--- src/rtl/trap_ctrl.sv ---
// ============================================================================
// Module   : trap_ctrl
// Brief    : Machine-mode trap entry / MRET sequencer (IDLE-SAVE|RESTORE-REDIRECT)
// Revision : 1.0 - initial release
// ============================================================================
`default_nettype none

module trap_ctrl (
   input  logic        clk,
   input  logic        reset,
   input  logic        stall_in,
   input  logic        instr_valid_in,
   input  logic [63:0] pc_in,
   input  logic        exception_in,
   input  logic [3:0]  exception_code_in,
   input  logic [63:0] tval_in,
   input  logic        mret_in,
   input  logic        mstatus_mie_in,
   input  logic        mstatus_mpie_in,
   input  logic [2:0]  mie_in,
   input  logic [2:0]  mip_in,
   input  logic [63:0] mtvec_in,
   input  logic [63:0] mepc_in,
   output logic        trap_write_out,
   output logic [63:0] mepc_out,
   output logic [63:0] mcause_out,
   output logic [63:0] mtval_out,
   output logic        mstatus_write_out,
   output logic        mstatus_mie_out,
   output logic        mstatus_mpie_out,
   output logic        redirect_valid_out,
   output logic [63:0] redirect_pc_out,
   output logic        flush_out,
   output logic        busy_out
);

   localparam logic [1:0] IDLE     = 2'd0;
   localparam logic [1:0] SAVE     = 2'd1;
   localparam logic [1:0] RESTORE  = 2'd2;
   localparam logic [1:0] REDIRECT = 2'd3;

   localparam logic [3:0] CODE_MEI = 4'd11;
   localparam logic [3:0] CODE_MSI = 4'd3;
   localparam logic [3:0] CODE_MTI = 4'd7;

   logic [1:0]  state_q,  state_d;
   logic [63:0] mepc_q,   mepc_d;
   logic [63:0] mcause_q, mcause_d;
   logic [63:0] mtval_q,  mtval_d;
   logic [63:0] target_q, target_d;

   // Event decode: exception > MRET > interrupt, sampled only in IDLE.
   logic [2:0]  irq_en;
   logic        irq_pending;
   logic [3:0]  irq_code;
   logic        can_sample;
   logic        take_exc;
   logic        take_mret;
   logic        take_irq;
   logic        accept;
   logic [63:0] tvec_base;

   assign irq_en      = mie_in & mip_in;
   assign irq_pending = mstatus_mie_in & (|irq_en);
   assign irq_code    = irq_en[2] ? CODE_MEI : (irq_en[0] ? CODE_MSI : CODE_MTI);
   assign can_sample  = (state_q == IDLE) && !stall_in && instr_valid_in;
   assign take_exc    = can_sample && exception_in;
   assign take_mret   = can_sample && !exception_in && mret_in;
   assign take_irq    = can_sample && !exception_in && !mret_in && irq_pending;
   assign accept      = take_exc || take_mret || take_irq;
   assign tvec_base   = {mtvec_in[63:2], 2'b00};

   // State and latched-value registers
   always_ff @(posedge clk) begin
      if (reset) begin
         state_q  <= IDLE;
         mepc_q   <= 64'd0;
         mcause_q <= 64'd0;
         mtval_q  <= 64'd0;
         target_q <= 64'd0;
      end else begin
         state_q  <= state_d;
         mepc_q   <= mepc_d;
         mcause_q <= mcause_d;
         mtval_q  <= mtval_d;
         target_q <= target_d;
      end
   end

   // Next-state and capture logic
   always_comb begin
      state_d  = state_q;
      mepc_d   = mepc_q;
      mcause_d = mcause_q;
      mtval_d  = mtval_q;
      target_d = target_q;
      if (!stall_in) begin
         case (state_q)
            IDLE: begin
               if (take_exc) begin
                  state_d  = SAVE;
                  mepc_d   = pc_in;
                  mcause_d = {60'd0, exception_code_in};
                  mtval_d  = tval_in;
                  target_d = tvec_base;
               end else if (take_mret) begin
                  state_d  = RESTORE;
                  target_d = {mepc_in[63:2], 2'b00};
               end else if (take_irq) begin
                  state_d  = SAVE;
                  mepc_d   = pc_in;
                  mcause_d = {1'b1, 59'd0, irq_code};
                  mtval_d  = 64'd0;
                  // Vectored mode wraps naturally in 64 bits.
                  target_d = mtvec_in[0] ? (tvec_base + {58'd0, irq_code, 2'b00})
                                         : tvec_base;
               end
            end
            SAVE:     state_d = REDIRECT;
            RESTORE:  state_d = REDIRECT;
            REDIRECT: state_d = IDLE;
            default:  state_d = IDLE;
         endcase
      end
   end

   // Output decode
   always_comb begin
      trap_write_out     = 1'b0;
      mepc_out           = 64'd0;
      mcause_out         = 64'd0;
      mtval_out          = 64'd0;
      mstatus_write_out  = 1'b0;
      mstatus_mie_out    = 1'b0;
      mstatus_mpie_out   = 1'b0;
      redirect_valid_out = 1'b0;
      redirect_pc_out    = 64'd0;
      flush_out          = 1'b0;
      busy_out           = 1'b0;
      case (state_q)
         IDLE: begin
            flush_out = accept;
         end
         SAVE: begin
            trap_write_out    = 1'b1;
            mepc_out          = mepc_q;
            mcause_out        = mcause_q;
            mtval_out         = mtval_q;
            mstatus_write_out = 1'b1;
            mstatus_mpie_out  = mstatus_mie_in;
            flush_out         = 1'b1;
            busy_out          = 1'b1;
         end
         RESTORE: begin
            mstatus_write_out = 1'b1;
            mstatus_mie_out   = mstatus_mpie_in;
            mstatus_mpie_out  = 1'b1;
            flush_out         = 1'b1;
            busy_out          = 1'b1;
         end
         REDIRECT: begin
            redirect_valid_out = 1'b1;
            redirect_pc_out    = target_q;
            flush_out          = 1'b1;
            busy_out           = 1'b1;
         end
         default: ;
      endcase
   end

endmodule

`default_nettype wire

--- config.mk ---
export PLATFORM = sky130hd
export DESIGN_NAME = trap_ctrl
export DESIGN_NICKNAME = d
export VERILOG_FILES = /design/src/rtl/trap_ctrl.sv
export SDC_FILE = /design/constraint.sdc
export NUM_CORES = 1
export LEC_CHECK = 0
export ABC_AREA = 0
export BUFFER_PORTS_ARGS = -buffer_cell sky130_fd_sc_hd__buf_2
export CAP_MARGIN = 20
export CORE_AREA = 2 2 208 210
export CTS_CLUSTER_DIAMETER = 150
export DETAILED_ROUTE_END_ITERATION = 7
export DIE_AREA = 0 0 210 212
export GPL_TIMING_DRIVEN = 0
export PLACE_DENSITY = 0.6
export SYNTH_ARGS = -nofsm -noshare
export SYNTH_HDL_FRONTEND = slang
export SYNTH_SLANG_ARGS = --single-unit
export TNS_END_PERCENT = 1
--- constraint.sdc ---
create_clock -name clk -period 3.1 [get_ports clk]
set_clock_uncertainty 0.15 [all_clocks]
set_input_delay 0.62 -clock clk [delete_from_list [all_inputs] [get_ports clk]]
set_output_delay 0.62 -clock clk [all_outputs]
set_load 0.01 [all_outputs]
==> impl_metrics.json <==
{
  "outcome": "completed",
  "start_util_pct": 25.6,
  "fin_crit_sh_pct": 98.4,
  "worstMarginPinSlew_ns": 0.984,
  "dieArea_mm2": 0.0445,
  "seq_area_frac_synth_pct": 36.3,
  "dp_hpwl_um": 43300,
  "htreeDepth": 4,
  "yosys_warnings": 0,
  "cts_inserted_buffers": 17,
  "vias": 12800,
  "arrival_ns": 2.28,
  "synth_cells": 1426,
  "clkTransAtPathRegs_ns": 0.08,
  "wl_um": 54700,
  "place_area_mm2": 0.0142,
  "final_cells": 2543,
  "maxCapViolations": 0,
  "port_buffers": 467,
  "cts_tree": "done",
  "syn-cell-area_mm2": 0.0109,
  "drtIter0Drc": 864,
  "crit_type": "primary input to primary output",
  "dr.pass1.iters": 6,
  "async_flop_share_pct": 0,
  "clockRootBuffer": "clkbuf_16",
  "clock-sinks": 197,
  "hold_buffers": 0,
  "grt_pass1_vias": 12300,
  "power_density_mw_per_mm2": 451,
  "fp.dieW_um": 210,
  "ys_seq_elements": 197,
  "setup.worst_path.start_class": "primary input",
  "drive_above_1_share_pct": 31.1,
  "ant_nets": 0,
  "finalInstanceArea_mm2": 0.0149,
  "rr_worst_depth": 9,
  "antenna_found_initial": 14,
  "gp_congestion": 0.921,
  "clk_path_buf_depth": 2,
  "vdd_drop_max_uv": 442,
  "hold_viol": 0,
  "synth-edff-count": 0,
  "synth_ff_type": "dfxtp_1",
  "grt_max_degree": 20,
  "yosysUniqueCellTypes": 63,
  "critPathCaptureType": "primary output",
  "area_growth_pct": 37.4,
  "globalRoute.totalOverflow": 0,
  "holdPathStages": 3,
  "min_period_ns": 3.05,
  "drc": 0,
  "worstPathRequired_ns": 2.33,
  "r2r_slack_ns": 0.10,
  "die_y_um": 212,
  "rsz0062_at_grt": "true",
  "finalMaxSlewViolations": 0,
  "coreArea_mm2": 0.0425,
  "nNetsFinal": 2262,
  "dp.cells": 2502,
  "n_fill_cell": 4603,
  "max_freq_ghz": 0.328,
  "avgSynthCellArea_um2": 7.62,
  "hold_start": "pc_in[43]",
  "grt_first_pass_wirelength_um": 77700,
  "crit-reg2reg-capture": "mtval_q[44]",
  "r2r_start": "state_q[1]",
  "hold_path.class": "primary input to register",
  "cp_max_fo": 10,
  "grt.total_usage_pct": 23.9,
  "wl_per_cell_um": 21.5,
  "avgViaCountPerCell": 5.04,
  "placementRows": 76,
  "setup_viol": 0,
  "p_leak_nw": 6.73,
  "io_pins": 537,
  "relSlewSlack_pct": 34.4,
  "clock_latency_ns": 0.49,
  "whs_endpoint": "mepc_q[43]"
}
sequential cells by signal (all words and copies together) (netlist names):
name and cells:
mepc_q 64, state_q 2, mcause_q 5, target_q 62
mtval_q 64
how the worst max path moves through the flow:
stage	start	to	cells past startpoint	slack, ns
floorplan	mie_in[2]	target_q[29]	10	0.15
global placement	mie_in[2]	target_q[51]	11	-1.06
detailed placement	mie_in[2]	target_q[51]	11	-1.14
CTS	state_q[0]	flush_out	9	-0.08
global route	state_q[1]	mtval_q[44]	9	-0.05
finish	mip_in[2]	flush_out	9	0.05
layer usage:
| metal | GRT usage (%) | part of all wire, % | vias to the layer above |
|---|---|---|---|
| li1 | - | - | 5996 |
| met3 | 8.02 | 8.7 | 115 |
| met2 | 39.3 | 47 | 624 |
| met4 | 10.6 | 3.6 | 20 |
| met5 | 0 | 0.24 | - |
| met1 | 28.3 | 41 | 6062 |
layout make-up:
cell class	instances	area [µm²]	area share, %
diodes	4	10.0	0.0670
plain buffers	173	930	6.22
clock buffers	17	425	2.85
clock inverters	15	185	1.24
inverters	6	22.5	0.151
multi-input cells	1110	6330	42.4
flip-flops and latches	197	3950	26.4
well taps	546	683	4.57
repair buffers	475	2410	16.1
cells in the mapped netlist (17+ instances only):
master | n | area, µm²
o21ai_0 | 40 | 200
nand2_1 | 171 | 642
a311oi_1 | 18 | 158
nor4_1 | 17 | 106
nor3_1 | 32 | 160
a21oi_1 | 90 | 450
a211oi_1 | 19 | 143
nand3_1 | 19 | 95.1
nand4_1 | 23 | 144
o22ai_1 | 32 | 200
clkbuf_1 | 100 | 375
a22oi_1 | 67 | 503
buf_4 | 62 | 465
and3_1 | 19 | 119
nor2_1 | 164 | 616
dfxtp_1 | 197 | 3940
and2_1 | 206 | 1290
power breakdown:
group          internal [mW]  total, mW  switching [mW]
clock                   1.23       2.45            1.22
combinational          0.547       1.50           0.952
sequential              2.71       2.80          0.0908
total                   4.48       6.74            2.26
stage by stage:
step / total power [mW] / setup TNS, ns / util [%] / setup slack, ns / hold slack, ns
after floorplan: 3.62 / 0 / - / 0.153 / 0.261
after global placement: 4.27 / -114.86 / 33.2 / -1.06 / 0.280
after detailed placement: 4.30 / -108.79 / 33.3 / -1.14 / 0.293
after CTS: 6.78 / -0.721 / 34.9 / -0.0777 / 0.154
after global routing: 7.04 / -0.885 / 35.2 / -0.0526 / 0.187
final: 6.74 / 0 / 35.2 / 0.0493 / 0.204
kinds of logic after synthesis:
group,share of synthesized area (%)
AO/OA/AOI/OAI,20.3
XOR/XNOR,1.37
adder cells (fa/ha/maj),0.921
buffers and inverters,8.38
flip-flops,36.3
multiplexers,0.668
other,0.0345
AND/OR/NAND/NOR,32.0
timing repair:
item,in CTS,in global routing
endpoints found under the setup margin,255,229
hold endpoints to repair,0,0
buffers inserted,3,2
resized for setup,25,26
pin swaps,3,2
layout by cell type (no fill, tap or decap), types with 5 or more instances in the layout:
cell       count
a2111oi_0      8
o21a_1         6
a311oi_1      18
buf_4         68
a22oi_1       67
a21oi_1       89
xnor2_1       13
a31oi_1        5
a211oi_1      18
clkbuf_1      83
clkbuf_2      15
and3_1        19
and2_1       205
nor3_1        31
nand2_1      171
nor4_1        16
nand3_1       19
nand2b_1       5
buf_1          5
nor2_1       163
o22ai_1       32
inv_1          6
or4_1          5
o21ai_0       40
clkbuf_16     17
conb_1        61
buf_2        472
a211o_1        7
dfxtp_1      195
and4_1         8
nand4_1       23
mux2i_1        5
a221oi_1       7
worst max-delay path, cell delays in order:
cell and delay, ns:
buf_2 0.11, a222oi_1 0.35, buf_4 0.23, nand2b_4 0.16
a21o_1 0.19, buf_6 0.19, buf_8 0.18, nand2_1 0.07
buf_2 0.15
Power figures use the tool's default switching activity.
